==> src/rtl/fpu_rnd_stage.sv <==
// Rounding stage after the normalise shifter: applies the IEEE increment to SP words or two-beat DP words.
// Define FPU_RND_DIRECTED_EN to enable the +inf/-inf modes; otherwise they round toward zero and no sign is kept.
module fpu_rnd_stage #(
  parameter int W = 32
) (
  input  logic         clk,
  input  logic         reset,
  input  logic         fpuhold,
  input  logic         flush,
  input  logic         in_valid,
  input  logic         dprec,
  input  logic [W-1:0] lsout,
  input  logic         lsround,
  input  logic         stin,
  input  logic         sign,
  input  logic [1:0]   rnd_mode,
  output logic [W-1:0] rnd_hi,
  output logic [W-1:0] rnd_lo,
  output logic         out_valid,
  output logic         expinc,
  output logic         inexact,
  output logic         busy
);

  localparam logic [1:0] S_IDLE    = 2'd0;
  localparam logic [1:0] S_LO_WAIT = 2'd1;
  localparam logic [1:0] S_DONE    = 2'd2;

  localparam logic [W-1:0] MSB_ONLY = {1'b1, {(W-1){1'b0}}};

`ifdef FPU_RND_DIRECTED_EN
  localparam logic DIR_EN = 1'b1;
`else
  localparam logic DIR_EN = 1'b0;
`endif

  logic [1:0]   r_state;
  logic [W-1:0] r_lo;
  logic         r_g;
  logic         r_s;
  logic [1:0]   r_mode;
  logic [W-1:0] r_hi;
  logic [W-1:0] r_rndLo;
  logic         r_expinc;
  logic         r_inexact;

  logic         w_loWait;
  logic         w_g;
  logic         w_s;
  logic         w_l;
  logic [1:0]   w_mode;
  logic         w_sign;
  logic         w_inc;
  logic [W:0]   w_spSum;
  logic [W:0]   w_loSum;
  logic [W:0]   w_hiSum;

  function automatic logic calcInc(input logic [1:0] mode, input logic g, input logic s,
                                   input logic l, input logic sgn);
    logic inc;
    case (mode)
      2'd0:    inc = g & (s | l);
      2'd2:    inc = DIR_EN & (g | s) & ~sgn;
      2'd3:    inc = DIR_EN & (g | s) & sgn;
      default: inc = 1'b0;
    endcase
    return inc;
  endfunction

  assign w_loWait = (r_state == S_LO_WAIT);

  // On the high DP beat, rounding is decided by what arrived with the low word.
  assign w_g    = w_loWait ? r_g      : lsround;
  assign w_s    = w_loWait ? r_s      : stin;
  assign w_l    = w_loWait ? r_lo[0]  : lsout[0];
  assign w_mode = w_loWait ? r_mode   : rnd_mode;

`ifdef FPU_RND_DIRECTED_EN
  logic r_sign;
  always_ff @(posedge clk) begin
    if (reset) begin
      r_sign <= 1'b0;
    end else if (!flush && !fpuhold && in_valid && !w_loWait && dprec) begin
      r_sign <= sign;
    end
  end
  assign w_sign = w_loWait ? r_sign : sign;
`else
  logic w_unused;
  assign w_unused = sign;
  assign w_sign   = 1'b0;
`endif

  assign w_inc   = calcInc(w_mode, w_g, w_s, w_l, w_sign);
  assign w_spSum = {1'b0, lsout} + {{W{1'b0}}, w_inc};
  assign w_loSum = {1'b0, r_lo}  + {{W{1'b0}}, w_inc};
  assign w_hiSum = {1'b0, lsout} + {{W{1'b0}}, w_loSum[W]};

  // A DONE state accepts a new first beat directly so results can stream without a bubble.
  always_ff @(posedge clk) begin
    if (reset) begin
      r_state   <= S_IDLE;
      r_lo      <= '0;
      r_g       <= 1'b0;
      r_s       <= 1'b0;
      r_mode    <= 2'd0;
      r_hi      <= '0;
      r_rndLo   <= '0;
      r_expinc  <= 1'b0;
      r_inexact <= 1'b0;
    end else if (flush) begin
      r_state <= S_IDLE;
    end else if (!fpuhold) begin
      if (in_valid && !w_loWait) begin
        if (dprec) begin
          r_lo    <= lsout;
          r_g     <= lsround;
          r_s     <= stin;
          r_mode  <= rnd_mode;
          r_state <= S_LO_WAIT;
        end else begin
          r_hi      <= w_spSum[W] ? MSB_ONLY : w_spSum[W-1:0];
          r_rndLo   <= '0;
          r_expinc  <= w_spSum[W];
          r_inexact <= lsround | stin;
          r_state   <= S_DONE;
        end
      end else if (in_valid) begin
        // A DP overflow means both halves wrapped to zero, so the low half stays zero after the shift.
        r_hi      <= w_hiSum[W] ? MSB_ONLY : w_hiSum[W-1:0];
        r_rndLo   <= w_hiSum[W] ? '0 : w_loSum[W-1:0];
        r_expinc  <= w_hiSum[W];
        r_inexact <= r_g | r_s;
        r_state   <= S_DONE;
      end else if (!w_loWait) begin
        r_state <= S_IDLE;
      end
    end
  end

  assign rnd_hi    = r_hi;
  assign rnd_lo    = r_rndLo;
  assign expinc    = r_expinc;
  assign inexact   = r_inexact;
  assign out_valid = (r_state == S_DONE);
  assign busy      = w_loWait;

endmodule

==> config.mk <==
export PLATFORM = sky130hd
export DESIGN_NAME = fpu_rnd_stage
export DESIGN_NICKNAME = d
export VERILOG_FILES = /design/src/rtl/fpu_rnd_stage.sv
export SDC_FILE = /design/constraint.sdc
export NUM_CORES = 1
export LEC_CHECK = 0
export BUFFER_PORTS_ARGS = -buffer_cell sky130_fd_sc_hd__buf_4
export CORE_UTILIZATION = 40
export CTS_CLUSTER_SIZE = 40
export DETAILED_ROUTE_END_ITERATION = 12
export SLEW_MARGIN = 15
export SYNTH_ARGS = -nofsm -noshare
export SYNTH_HDL_FRONTEND = slang
export SYNTH_SLANG_ARGS = --single-unit
==> constraint.sdc <==
create_clock -name clk -period 4.3 [get_ports clk]
set_input_delay 0.86 -clock clk [delete_from_list [all_inputs] [get_ports clk]]
set_output_delay 0.86 -clock clk [all_outputs]
set_load 0.1 [all_outputs]
==> impl_metrics.toml <==
[die]
num_rows = 43
fp.dieH_um = 122
die-area_sq_um = 14800
pin_count = 111
core_region_area_sq_um = 13900
die_x_um = 122
start_util = 0.412

[placed_design]
placed_area_sq_um = 6750
port-buffer-count = 109
detailedPlace.worstSlack_ns = 0.164
gp_congestion = 0.877
dp_hpwl_mm = 12.9

[worst_setup_path]
reg2regPathDepth = 18
r2r_end = "rnd_lo[26]"
crit_type = "input pin to register"
worstPathArrival_ns = 4.12
rr_startpoint = "r_state[1]"
start_kind = "input pin"
crit_fanout = 5
ff2ff_setup_slack_ns = 0.55
crit_required_ns = 4.58
endpoint_kind = "register"

[yosys]
yosys.area.top_type_share = 0.363
yosysTopAreaCell = "dfxtp_1"
synth_compound_gate_area_share = 0.148
yosys.cell_types.count = 44
synth-adder-area-share = 0.0131
synth.avg_cell_area_sq_um = 7.71
synth.most_common_cell = "nand2_1"
synth.mux.area_fraction = 0.00196
synth_edf_count = 0
yosys.area_share.simple = 0.295
ys_ff_latch = 104
synthTopCellsByArea = "dfxtp_1 (36%), nand2_1 (8.7%), xnor2_1 (8.4%)"
synth_top_family_by_area = "simple AND/OR/NAND/NOR gates"
async_flop_share = 0
synth_area_sq_um = 5730
synthesis.instances = 744
yosysSeqAreaShare = 0.363
synth-xor-area-share = 0.130
syn_nets = 793
synth_commonest_cells = "nand2_1 (133), dfxtp_1 (104), nor2_1 (65)"
ys_warn_count = 0
synth-main-ff-cell = "dfxtp_1"

[drt]
vias = 5636
avgRoutedWirePerCell_um = 17.3
ant_nets = 0
drc = 0
wl_mm = 17.5
drt-initial-drc-count = 411
dr.pass1.iters = 5
viasPerCell = 5.57

[global_routing]
antenna_found_initial = 0
grt_usage = 0.239
grt_pass1_wl_mm = 27.4
overflow = 0
grt_pass1_vias = 5335
grt_max_degree = 52

[finish]
nets = 877
post-route-cell-area_sq_um = 7060
layout-drive-gt1-share = 0.194
area_growth_pct = 23.2
insertedDiodeCount = 0

[clock_network]
path_clk_slew_ns = 0.07
clkSinkCount = 104
cts_tree = "yes"
cts_resized = 0
numCtsBuffers = 9
clk_latency_ns = 0.35
cts_root_buf = "clkbuf_16"
htreeDepth = 3
cts_hold_buffers = 0
clk_path_buf_depth = 2
post-cts-setup-buffer-count = 0

[min_path]
hold_class = "register to register"
worstHoldStart = "rnd_lo[27]"
hold-path-cell-count = 2
min_to = "rnd_lo[27]"

[timing]
tns_ns = 0
final-setup-viol-count = 0
max_freq_ghz = 0.260
max_slew_margin = 0.307
worst_slack_ns = 0.457
min_period_over_period = 0.894
skew_ns = 0.00528
rsz0062_at_grt = "no"
slew_violations = 0
tightest_slew_ns = 1.04
finalCriticalPeriod_ns = 3.84
finalHoldViolCount = 0

[power_and_ir_drop]
peakVddDrop_mv = 0.169
p_leak_uw = 0.00261
powerDensity_nw_per_um2 = 312
power_uw = 2200

[outcome]
status = "finished, final reports clean"

[run]
maxCapViolations = 0
-- worst max-delay path, cell delays in order --
cell and delay [ns]:
buf_4 0.14, o2111ai_1 0.18, o21ai_0 0.18, ha_1 0.24
ha_1 0.20, and3_1 0.20, and3_1 0.21, nand2_1 0.07
nor3_1 0.04, buf_4 0.15, ha_1 0.20, and3_1 0.22
nand3_1 0.12, nor4_2 0.06, buf_4 0.14, nor2_1 0.43
o311ai_0 0.26, a21oi_1 0.20
-- power by group --
part / total [uW] / internal [uW] / switching, uW
clock network: 894 / 523 / 371
logic: 309 / 91.0 / 218
registers: 996 / 981 / 15.1
-- stage by stage --
stage | util | hold slack [ns] | instances
5_1_grt | 0.507 | 0.478 | 1011
6_report | 0.507 | 0.449 | 1011
3_5_place_dp | 0.484 | 0.443 | 997
3_3_place_gp | 0.484 | 0.436 | 997
2_1_floorplan | - | 0.436 | 744
4_1_cts | 0.507 | 0.453 | 1011
-- state kept, by name (all words and copies together) (netlist names) --
register / flops
expinc: 1
inexact: 1
r_lo: 32
r_state: 2
r_g: 1
r_s: 1
r_mode: 2
rnd_hi: 32
rnd_lo: 32
-- area by class of cell --
class                           instances  area, sq um
Sequential cell                       104         2080
Fill cell                            1406         6870
Timing Repair Buffer                  135         1050
Clock inverter                          4         77.6
Tap cell                              180          225
Multi-Input combinational cell        575         3380
Clock buffer                           10          239
Inverter                                3         11.3
-- cells in the final DEF (no fill, tap or decap), types with 2 or more instances in the layout --
cell type / instances
o21ai_0: 18
a221oi_2: 2
a31oi_1: 2
nand2b_1: 2
nor2b_1: 2
nor3_1: 30
bufinv_16: 2
nor2_1: 64
a211oi_1: 14
buf_12: 3
nand4_1: 35
nor4_2: 2
o21ai_1: 5
and2_1: 7
buf_4: 132
dfxtp_1: 104
ha_1: 6
a21oi_1: 47
or3_1: 4
nand3_1: 30
and3_1: 15
xnor2_1: 55
xor2_1: 30
a221oi_1: 6
or2_2: 2
and4_1: 11
nor4_1: 8
inv_1: 3
clkbuf_16: 9
a22oi_1: 32
nand2_1: 133
-- worst max path at each step --
stage                      startpoint    endpoint  slack [ns]
final                        lsout[0]  rnd_lo[26]        0.46
after CTS                    lsout[0]  rnd_lo[26]        0.49
after floorplan           rnd_mode[0]  rnd_hi[24]        0.52
after global routing      rnd_mode[0]   rnd_hi[0]        0.19
after detailed placement     lsout[0]  rnd_lo[26]        0.16
after global placement       lsout[0]  rnd_lo[26]        0.16
-- logic make-up (layout without fill, tap and decap cells) --
family                     after synthesis  in the layout
buffers and inverters                   65            152
DFF                                    104            104
adders and majority gates                6              6
xor gates and xnor gates                85             85
muxes                                    1              1
AOI/OAI and AO/OA                      133            133
and+or+nand+nor                        350            350
-- layer usage --
metal	wire (um)	global-route usage
met3	837	0.0337
met4	278	0.0856
met1	7990	0.314
met5	0	0
met2	8340	0.399
(Power assumes the default switching activity.)
